<file path="src/rtl/efuse_trim_shadow.sv">
// Captures the efuse autoload image, checks it with CRC-8 over bytes 0..30, and
// drives a registered trim bus with the fuse image, a default image, or a software override.
module efuse_trim_shadow #(
    parameter int           NR           = 64,
    parameter int           TIMEOUT      = 4096,
    parameter int           TMO_W        = 13,
    parameter logic [247:0] DEFAULT_TRIM = 248'h0
) (
    input  logic            clk,
    input  logic            rst,
    input  logic            pmu_efuse_start,
    input  logic            efuse_autoload_vld,
    input  logic [NR-1:0]   efuse_rdata_w,
    input  logic            efuse_autoload_done,
    input  logic            rg_trim_ovr_en,
    input  logic [247:0]    rg_trim_ovr_data,
    output logic [247:0]    trim_data,
    output logic            trim_valid,
    output logic [1:0]      trim_status,
    output logic            trim_busy
);
    localparam int NWORD = 256 / NR;
    localparam int CNT_W = $clog2(NWORD + 1);

    typedef enum logic [1:0] {
        S_IDLE    = 2'd0,
        S_CAPTURE = 2'd1,
        S_CHECK   = 2'd2,
        S_DONE    = 2'd3
    } state_t;

    state_t             state_q, state_d;
    logic [CNT_W-1:0]   cnt_q, cnt_d;
    logic               ovf_q, ovf_d;
    logic [TMO_W-1:0]   tmo_q, tmo_d;
    logic [4:0]         byte_q, byte_d;
    logic [7:0]         crc_q, crc_d;
    logic [1:0]         status_q, status_d;
    logic [247:0]       trim_q, trim_d;
    logic [255:0]       shadow_q;
    logic               wr_en;
    logic [7:0]         cur_byte;

    // Byte-at-a-time CRC-8 (poly 0x07), MSB first, no reflection.
    function automatic logic [7:0] crc8_step(input logic [7:0] crc, input logic [7:0] din);
        logic [7:0] r;
        r = crc ^ din;
        for (int i = 0; i < 8; i++) begin
            r = r[7] ? ({r[6:0], 1'b0} ^ 8'h07) : {r[6:0], 1'b0};
        end
        return r;
    endfunction

    assign cur_byte = shadow_q[8*int'(byte_q) +: 8];

    always_comb begin
        state_d  = state_q;
        cnt_d    = cnt_q;
        ovf_d    = ovf_q;
        tmo_d    = tmo_q;
        byte_d   = byte_q;
        crc_d    = crc_q;
        status_d = status_q;
        wr_en    = 1'b0;
        if (pmu_efuse_start) begin
            state_d = S_CAPTURE;
            cnt_d   = '0;
            ovf_d   = 1'b0;
            tmo_d   = '0;
        end else begin
            case (state_q)
                S_CAPTURE: begin
                    tmo_d = tmo_q + 1'b1;
                    if (efuse_autoload_vld) begin
                        if (cnt_q == CNT_W'(NWORD)) begin
                            ovf_d = 1'b1;
                        end else begin
                            wr_en = 1'b1;
                            cnt_d = cnt_q + 1'b1;
                        end
                    end
                    // done sees the count/overflow already updated by a same-cycle word
                    if (efuse_autoload_done) begin
                        if (cnt_d == CNT_W'(NWORD) && !ovf_d) begin
                            state_d = S_CHECK;
                            byte_d  = '0;
                            crc_d   = '0;
                        end else begin
                            state_d  = S_DONE;
                            status_d = 2'd3;
                        end
                    end else if (tmo_d == TMO_W'(TIMEOUT)) begin
                        state_d  = S_DONE;
                        status_d = 2'd3;
                    end
                end
                S_CHECK: begin
                    if (byte_q != 5'd31) begin
                        crc_d  = crc8_step(crc_q, cur_byte);
                        byte_d = byte_q + 1'b1;
                    end else begin
                        state_d = S_DONE;
                        if (shadow_q == '0)
                            status_d = 2'd1;
                        else if (crc_q == shadow_q[255:248])
                            status_d = 2'd0;
                        else
                            status_d = 2'd2;
                    end
                end
                default: ;
            endcase
        end
    end

    // Loading on state_d keeps trim_data aligned with the rising edge of trim_valid.
    always_comb begin
        trim_d = trim_q;
        if (rg_trim_ovr_en)
            trim_d = rg_trim_ovr_data;
        else if (state_d == S_DONE)
            trim_d = (status_d == 2'd0) ? shadow_q[247:0] : DEFAULT_TRIM;
    end

    always_ff @(posedge clk or posedge rst) begin
        if (rst) begin
            state_q  <= S_IDLE;
            cnt_q    <= '0;
            ovf_q    <= 1'b0;
            tmo_q    <= '0;
            byte_q   <= '0;
            crc_q    <= '0;
            status_q <= 2'd0;
            trim_q   <= DEFAULT_TRIM;
            shadow_q <= '0;
        end else begin
            state_q  <= state_d;
            cnt_q    <= cnt_d;
            ovf_q    <= ovf_d;
            tmo_q    <= tmo_d;
            byte_q   <= byte_d;
            crc_q    <= crc_d;
            status_q <= status_d;
            trim_q   <= trim_d;
            if (wr_en)
                shadow_q[NR*int'(cnt_q) +: NR] <= efuse_rdata_w;
        end
    end

    assign trim_data   = trim_q;
    assign trim_valid  = (state_q == S_DONE);
    assign trim_status = status_q;
    assign trim_busy   = (state_q == S_CAPTURE) || (state_q == S_CHECK);
endmodule

</file>
<file path="config.mk">
export PLATFORM = sky130hd
export DESIGN_NAME = efuse_trim_shadow
export DESIGN_NICKNAME = d
export VERILOG_FILES = /design/src/rtl/efuse_trim_shadow.sv
export SDC_FILE = /design/constraint.sdc
export NUM_CORES = 1
export LEC_CHECK = 0
export CORE_UTILIZATION = 52
export DETAILED_ROUTE_END_ITERATION = 6
export PLACE_DENSITY_LB_ADDON = 0.25
export SYNTH_ARGS = -nofsm -noshare
export SYNTH_HDL_FRONTEND = slang
export SYNTH_SLANG_ARGS = --single-unit
export TNS_END_PERCENT = 100
</file>
<file path="constraint.sdc">
create_clock -name clk -period 20.4 [get_ports clk]
set_input_delay 4.08 -clock clk [delete_from_list [all_inputs] [get_ports clk]]
set_output_delay 4.08 -clock clk [all_outputs]
set_load 0.01 [all_outputs]
</file>
==> flow_summary.yaml, run 1 <==
critical_path:
  worstSetupEndpointType: "register"
  reg2reg_to: "trim_data[89]"
  critPathLaunchType: "input pin"
  crit_fanout: 66
  crit_path_frequent_cell: "buf_4"
  critPathKind: "in2reg"
  crit_chain: "clkdlybuf4s50_1 -> nor2b_1 -> a21oi_1 -> o31ai_1 -> o32ai_1 -> a22o_1 -> a211oi_4 -> buf_4 -> buf_4 -> o2bb2ai_2"
  r2r_start: "byte_q[1]"
  critical_path.startpoint: "efuse_autoload_vld"
  required_ps: 20910
  r2r_setup_slack_ps: 15100
  arrival_ps: 8300
  reg2reg_depth: 14
  path_delay_family: "buffers and inverters"
  max_stage_delay_ps: 920
  crit_buf_inv: 3
  crit_slowest_cell: "buf_4"
logic_synthesis:
  synth-seq-area-share_pct: 49.00
  synthSimpleGateAreaFrac_pct: 6.667
  synth_top_area_share_pct: 49.00
  synthXorXnorAreaFrac_pct: 1.466
  synth.most_common_cell: "dfrtp_1"
  synth.area.top_cells: "dfrtp_1, o2bb2ai_2, mux2i_1"
  syn_avg_cell_area_um2: 13.50
  synth_compound_area_share_pct: 15.86
  synth_seq_cells: 538
  synth_top_family_by_area: "multiplexers"
  synthMuxAreaShare_pct: 22.61
  synth-edff-count: 0
  ys.flop_type: "dfrtp_1"
  synth_top_cell_by_area: "dfrtp_1"
  synth-adder-area-share_pct: 0.5009
  ys_types: 56
  netlist_instances: 2036
  ys_warn_count: 0
  synth_area_um2: 27480
  synth_common_cells: "dfrtp_1, mux2i_1, o2bb2ai_2, mux2_2, nand2_1"
  synth_nets: 2365
  synthArstFlopShare_pct: 100.0
outcome:
  status: "complete, no violations"
timing:
  finalHoldViolations: 0
  worst_slew_pin_slew_ps: 1144
  fin_ws_ps: 12610
  slew_violations: 0
  timing.final.crit_share_pct: 38.19
  slew-limit-headroom_pct: 22.64
  rsz0062_at_grt: "no"
  setup_viol_count_final: 0
  final.setup_skew_ps: 17.04
  finalSetupTns_ps: 0
  fmax_ghz: 0.1284
  period_minus_slack_ps: 7791
floorplanning:
  die_area_um2: 53760
  ios: 570
  dieHeight_um: 231.9
  die_w_um: 231.9
  rows: 83
  coreArea_um2: 51720
  initial_core_util_pct: 53.13
clock_network:
  clkSinkCount: 538
  htreeDepth: 2
  clk_latency_ps: 610
  cts_tree: "yes"
  numCtsBuffers: 54
  clk_pin_slew_ps: 60
  cts.repair.resized: 0
  cts_hold_buf: 0
  clockBufferDepth: 3
  cts_root_buffer: "clkbuf_16"
  post_cts_buffers: 0
global_routing:
  grt_max_degree: 149
  antenna_found_initial: 2
  first_global_vias: 20680
  grt.total_usage_pct: 33.82
  grt_overflow: 0
  grt_pass1_wl_um: 134600
drt:
  drt_first_pass_iters: 5
  num_vias: 20103
  drtIter0Drc: 1918
  finalWirelength_um: 91000
  vias_per_cell: 6.187
  drc: 0
  final_antenna_net_count: 0
  wl_per_cell_um: 28.01
layout:
  area_growth_pct: 28.31
  stdcell_count: 3249
  final_util_pct: 68.17
  fin_nets: 2857
  finalInstanceArea_um2: 35260
  layout-drive-gt1-share_pct: 22.31
placement:
  gp_congestion: 0.9761
  post-place-ws_ps: 12070
  dpl.hpwl_um: 68140
  dp_cells: 3152
  placed_area_um2: 33250
  io_buffers: 569
power_and_ir_drop:
  cellLeakagePower_uw: 0.01550
  pwr_density_cell_nw_per_um2: 121.1
  ir_drop_mv: 0.07216
min_path:
  hp-class: "reg2reg"
  worstHoldEndpoint: "ovf_q"
  hp-start: "ovf_q"
  hold_depth: 2
flow_run:
  max_cap_viol_count: 0
==> through the flow <==
stage | power (uW) | hold WS, ps
after floorplan | 2427 | 454.0
after global placement | 3100 | 482.8
after detailed placement | 3138 | 521.5
after CTS | 4267 | 535.8
after global routing | 4439 | 565.5
final | 4268 | 535.3
==> sequential cells by signal (all words and copies together) (netlist names) <==
signal	count
state_q	2
trim_data	248
byte_q	5
ovf_q	1
tmo_q	13
cnt_q	3
crc_q	8
trim_status	2
shadow_q	256
==> worst min-delay path: cells and delay by family (launching register included) <==
family           cells  cell delay, ps
AO/OA/AOI/OAI        1              50
AND/OR/NAND/NOR      1              90
flip-flops           1             350
==> cells by family (layout without fill, tap and decap cells) <==
logic type,after synthesis,after routing
flops,538,538
mux,533,533
compound gates,395,395
simple gates,346,346
buf+inv,167,699
xor+xnor,46,46
fa+ha+maj,11,11
other cells,0,1
==> cell usage in the layout (no fill, tap or decap), types with 15 or more instances in the layout <==
cell and instances:
buf_4 22, clkbuf_16 57, clkdlybuf4s50_1 568, dfrtp_1 536
mux2_2 192, mux2i_1 290, mux4_2 51, nand2_1 95
nand2b_1 68, nand4_1 18, nor2_1 37, nor4_1 72
o21ai_0 83, o2bb2ai_1 48, o2bb2ai_2 200, o31ai_1 15
xnor2_1 19, xor2_1 27
==> report_power, final <==
part	switching [uW]	internal (uW)	leakage [uW]
logic	677	722	0.00758
clock network	428	693	0.000986
registers	400	1350	0.00693
total	1500	2760	0.0155
==> layout make-up <==
cell class	count	area [um^2]
fill	3759	16460
sequential	538	13470
multi-input combinational	1331	12990
timing repair buffer	592	5886
clock buffer	73	1587
tap	680	850.8
clock inverter	23	420.4
inverter	11	48.80
antenna	1	2.502
==> routing by layer <==
| layer | share of wire, % | wire length [um] | global-route usage (%) | up-vias |
|---|---|---|---|---|
| li1 | - | - | - | 8682 |
| met5 | 0.030 | 27 | 0 | - |
| met3 | 7.5 | 6840 | 6.275 | 210 |
| met4 | 4.8 | 4369 | 15.95 | 4 |
| met2 | 47 | 42900 | 53.82 | 949 |
| met1 | 41 | 36870 | 44.80 | 10258 |
==> worst max path at each step <==
stage | endpoint | depth (start not counted) | slack [ps]
finish | trim_data[89] | 10 | 12610
global route | trim_data[132] | 10 | 12450
CTS | trim_data[132] | 10 | 12700
detailed placement | trim_data[132] | 10 | 12070
global placement | trim_data[82] | 10 | 12240
floorplan | byte_q[0] | 1 | 1280
(Power assumes the default switching activity.)
==> inputs of run 2 (changes only) <==
==> constraint.sdc (replaced) <==
create_clock -name clk -period 7.6 [get_ports clk]
set_input_delay 1.52 -clock clk [delete_from_list [all_inputs] [get_ports clk]]
set_output_delay 1.52 -clock clk [all_outputs]
set_load 0.01 [all_outputs]
==> run 2 against run 1 <==
Wire length increased by 0.19%. Clock-buffer cell count increased by 14. Critical endpoint is now shadow_q[144]. Sequential share of layout area increased by 0.19 points. Clock power increased by 140%. Via count grew 0.23%. Worst setup slack lost 9600 ps. Non-clock buffer count fell by 5. Total power grew to 2.6 times the previous value. Largest cell class unchanged. Global-route usage down 0.097 points. First-iteration DRC count increased by 3.8%. Sequential cell count did not move.
==> flow_summary.yaml, run 2 (synthesized netlist as in run 1, its figures left out) <==
drt:
  drtIter0Drc: 1990
  final_antenna_net_count: 0
  num_vias: 20150
  wl_per_cell_um: 28.06
  vias_per_cell: 6.200
  drc: 0
  finalWirelength_um: 91180
  drt_first_pass_iters: 6
layout:
  area_growth_pct: 27.68
  seq_area_um2: 13470
  regMostFlops: "shadow_q"
  nFillCells: 3713
  final_common_cell: "clkdlybuf4s50_1"
  layout-drive-gt1-share_pct: 21.90
  largest_register_ffs: 256
  multiInputGateArea_um2: 12990
  layout_common_cells: "clkdlybuf4s50_1, dfrtp_1, mux2i_1"
  finalInstanceArea_um2: 35080
  fin_nets: 2854
  stdcell_count: 3250
clock_network:
  htreeDepth: 2
  clk_pin_slew_ps: 60
  clkSinkCount: 538
  numCtsBuffers: 56
  clk_latency_ps: 610
  cts_root_buffer: "clkbuf_16"
  cts.repair.resized: 0
  clockBufferDepth: 3
  cts_hold_buf: 0
  cts_tree: "yes"
  post_cts_buffers: 0
floorplanning:
  rows: 83
  die_w_um: 231.9
  coreArea_um2: 51720
  ios: 570
  initial_core_util_pct: 53.13
  die_area_um2: 53760
  dieHeight_um: 231.9
global_routing:
  antenna_found_initial: 3
  grt_pass1_wl_um: 134500
  first_global_vias: 20651
  grt_max_degree: 168
  grt_overflow: 0
  grt.total_usage_pct: 33.72
critical_path:
  crit_fanout: 64
  worstSetupEndpointType: "register"
  critPathKind: "in2reg"
  critPathLaunchType: "input pin"
  max_stage_delay_ps: 1120
  required_ps: 8090
  arrival_ps: 5120
  crit_chain: "clkdlybuf4s50_1 -> nor4b_1 -> nand3_4 -> mux2_2"
  crit_slowest_cell: "nor4b_1"
timing:
  worst_slew_pin_slew_ps: 1131
  timing.final.crit_share_pct: 60.98
  fmax_ghz: 0.2158
  final.setup_skew_ps: 19.63
  finalSetupTns_ps: 0
  setup_viol_count_final: 0
  period_minus_slack_ps: 4635
  slew_violations: 0
  finalHoldViolations: 0
  rsz0062_at_grt: "no"
  slew-limit-headroom_pct: 24.59
power_and_ir_drop:
  ir_drop_mv: 0.2426
  pwr_density_cell_nw_per_um2: 318.2
  cellLeakagePower_uw: 0.01538
placement:
  dp_cells: 3147
  io_buffers: 569
  gp_congestion: 0.9453
  placed_area_um2: 33290
  dpl.hpwl_um: 67290
min_path:
  hp-class: "reg2reg"
outcome:
  status: "complete, no violations"
flow_run:
  max_cap_viol_count: 0
## run 2: changes by cell type in the layout (fill, tap and decap cells not counted)
| cell | previous run | this run |
|---|---|---|
| clkinvlp_4 | 2 | 3 |
| inv_8 | 1 | 0 |
| buf_12 | 1 | 8 |
| buf_4 | 22 | 10 |
| clkbuf_8 | 10 | 15 |
| diode_2 | 1 | 4 |
| bufinv_16 | 12 | 1 |
| clkbuf_1 | 6 | 15 |
## run 2: layout make-up
type                    instances  share of cell area, %
flip-flops and latches        538                  38.39
multi-input cells            1331                  37.04
repair buffers                587                  16.92
clock buffers                  87                  4.815
well taps                     680                  2.425
clock inverters                12                 0.2568
inverters                      11                 0.1284
diodes                          4                0.02853
## run 2: through the flow
stage          hold slack (ps)  utilization (%)  worst slack [ps]  power (uW)
6_report                 494.6            67.83              2965       11160
3_3_place_gp             477.7            64.37              2425        8327
5_1_grt                  543.7            67.81              2708       11610
3_5_place_dp             484.6            64.37              2355        8436
4_1_cts                  500.8            67.81              3000       11150
2_1_floorplan            454.0                -             -1236        6516
## run 2: report_power, final
| group | switching [uW] | internal (uW) |
|---|---|---|
| registers | 1080 | 3620 |
| logic | 1820 | 1950 |
| clock network | 1160 | 1550 |
## run 2: worst max-delay path: cells and delay by family
kind | cells | cell delay [ps]
and+or+nand+nor | 2 | 2060
buffers and inverters | 1 | 870
muxes | 1 | 590
## run 2: final timing paths
path,from,slack [ps],end,cells past startpoint
max,pmu_efuse_start,2970,shadow_q[144],4
min,ovf_q,490,ovf_q,2
max reg2reg,byte_q[0],3130,trim_data[15],12
min reg2reg,ovf_q,490,ovf_q,2
max in group asynchronous,rst,4480,shadow_q[171],4
min in group asynchronous,rst,1360,trim_data[197],2
## run 2: per-layer routing
metal	part of all wire [%]	track usage [%]	up-vias
li1	-	-	8687
met1	40	44.54	10242
met2	47	54.01	1008
met3	8.3	7.245	211
met4	4.5	13.75	2
met5	0.014	0	-
==> inputs of run 3 (changes only) <==
--- a/config.mk
+++ b/config.mk
@@ -5,7 +5,7 @@
 export SDC_FILE = /design/constraint.sdc
 export NUM_CORES = 1
 export LEC_CHECK = 0
-export CORE_UTILIZATION = 52
+export CORE_UTILIZATION = 47
 export DETAILED_ROUTE_END_ITERATION = 6
 export PLACE_DENSITY_LB_ADDON = 0.25
 export SYNTH_ARGS = -nofsm -noshare
==> constraint.sdc (replaced) <==
create_clock -name clk -period 4 [get_ports clk]
set_input_delay 0.8 -clock clk [delete_from_list [all_inputs] [get_ports clk]]
set_output_delay 0.8 -clock clk [all_outputs]
set_load 0.01 [all_outputs]
==> run 3 against run 2 <==
Global-route usage shrank 2.3 points. Sequential cell count is the same. Worst setup slack lost 2600 ps. Wire length grew 3.5%. Clock skew grew 7.7 ps. Sequential power grew 91%. First-iteration DRC count shrank 2.9%. Hold slack gained 23 ps. Total power grew 97%. Utilization shrank 5.6 points. Critical endpoint is now trim_data[227].
==> flow_summary.yaml, run 3 (synthesized netlist as in run 1, its figures left out) <==
outcome:
  status: "complete, no violations"
flow_run:
  max_cap_viol_count: 0
clock_network:
  clockBufferDepth: 3
  htreeDepth: 2
  post_cts_buffers: 0
  cts_tree: "yes"
  cts.repair.resized: 0
  numCtsBuffers: 58
  clkSinkCount: 538
  cts_root_buffer: "clkbuf_16"
  cts_hold_buf: 0
  clk_pin_slew_ps: 60
  clk_latency_ps: 630
timing:
  fmax_ghz: 0.2724
  slew_violations: 0
  setup_viol_count_final: 0
  period_minus_slack_ps: 3671
  final.setup_skew_ps: 27.37
  finalHoldViolations: 0
  worst_slew_pin_slew_ps: 1200
  slew-limit-headroom_pct: 18.87
  fin_ws_ps: 328.6
  timing.final.crit_share_pct: 91.78
  hold_slack_ps: 517.6
  finalSetupTns_ps: 0
  rsz0062_at_grt: "no"
layout:
  nFillCells: 4483
  multiInputGateArea_um2: 12990
  area_growth_pct: 30.67
  layout-drive-gt1-share_pct: 23.50
  seq_area_um2: 13470
  regMostFlops: "shadow_q"
  finalInstanceArea_um2: 35900
  fin_nets: 2902
  final_common_cell: "clkdlybuf4s50_1"
  layout_common_cells: "clkdlybuf4s50_1, dfrtp_1, mux2i_1"
  largest_register_ffs: 256
critical_path:
  critical_path.startpoint: "byte_q[0]"
  r2r_start: "byte_q[0]"
  crit_end: "trim_data[227]"
  crit_slowest_cell: "a211oi_4"
  worstSetupEndpointType: "register"
  max_stage_delay_ps: 470
  crit_path_frequent_cell: "ha_1"
  r2r_setup_slack_ps: 330
  required_ps: 4530
  arrival_ps: 4200
  reg2reg_depth: 13
  critPathLaunchType: "register"
  reg2reg_to: "trim_data[227]"
  crit_chain: "ha_1 -> and3_1 -> ha_1 -> nor4b_1 -> nand4_1 -> nor3_1 -> nand2_1 -> o21ai_0 -> o211ai_1 -> a211oi_4 -> buf_4 -> buf_12 -> o2bb2ai_1"
  critPathKind: "reg2reg"
  crit_fanout: 27
power_and_ir_drop:
  p_clk_share_pct: 25.8
  p_int_uw: 14150
  power.total_uw: 21980
  switching_share_pct: 35.64
  p_sw_uw: 7836
  p_seq_share_pct: 40.7
  ir_drop_mv: 0.3592
  cellLeakagePower_uw: 0.01577
  pwr_density_cell_nw_per_um2: 612.3
  pwr-share-comb_pct: 33.5
floorplanning:
  ios: 570
  initial_core_util_pct: 47.62
  dieHeight_um: 243.8
  die_w_um: 243.8
  rows: 88
  die_area_um2: 59430
  coreArea_um2: 57700
placement:
  post-place-ws_ps: 184.3
  gp_congestion: 0.9281
  io_buffers: 569
  dpl.hpwl_um: 71110
  placed_area_um2: 33890
global_routing:
  grt_pass1_wl_um: 138800
  grt_overflow: 0
  first_global_vias: 20844
  grt_max_degree: 129
  grt.total_usage_pct: 31.41
  antenna_found_initial: 4
drt:
  drc: 0
  num_vias: 20415
  wl_per_cell_um: 27.93
  drt_first_pass_iters: 5
  drtIter0Drc: 1933
  finalWirelength_um: 94370
  vias_per_cell: 6.042
  final_antenna_net_count: 0
min_path:
  hold_depth: 2
  hp-class: "reg2reg"
==> run 3: cell count changes in the layout (fill, tap and decap cells not counted), moves of 4 or more <==
cell / delta
buf_12: +12
clkbuf_1: -5
clkbuf_16: +4
buf_4: +34
bufinv_16: +6
==> run 3: per-layer routing <==
layer	up-vias	part of all wire, %	track usage, %	wire length [um]
li1	8769	-	-	-
met1	10453	41	41.95	38540
met2	992	47	50.36	44800
met3	199	7.3	5.552	6918
met4	2	4.4	13.25	4107
met5	-	0.011	0	10
==> run 3: power by group through the flow <==
stage               Clock (uW)  Sequential [uW]  Combinational, uW
floorplan                    0             8310               4080
global placement             0             8920               7170
detailed placement           0             8940               7340
CTS                       5750             8880               7380
global route              5970             9040               7890
finish                    5670             8950               7360
==> run 3: final cells by class <==
cell class	count	area share [%]
antenna	1	0.006970
clock buffer	84	4.854
clock inverter	16	0.7353
inverter	11	0.1255
multi-input combinational	1331	36.19
sequential	538	37.51
tap	765	2.666
timing repair buffer	633	17.91
==> run 3: stage by stage <==
| stage | cells | utilization, % |
|---|---|---|
| after CTS | 3378 | 62.22 |
| after global routing | 3379 | 62.23 |
| after detailed placement | 3278 | 58.75 |
| after floorplan | 2036 | - |
| final | 3379 | 62.23 |
| after global placement | 3278 | 58.75 |
==> run 3: critical path, delay by kind of cell, from the launching register on <==
kind                     cells  cell delay [ps]
buffers and inverters        2              530
AND/OR/NAND/NOR              5              890
AO/OA/AOI/OAI                4             1150
flip-flops                   1              430
adder cells (fa/ha/maj)      2              530
==> run 3: worst min-delay path by stage <==
stage | start | endpoint | slack (ps)
2_1_floorplan | ovf_q | ovf_q | 450
3_3_place_gp | ovf_q | ovf_q | 490
3_5_place_dp | ovf_q | ovf_q | 500
4_1_cts | ovf_q | ovf_q | 510
5_1_grt | ovf_q | ovf_q | 540
6_report | ovf_q | ovf_q | 520
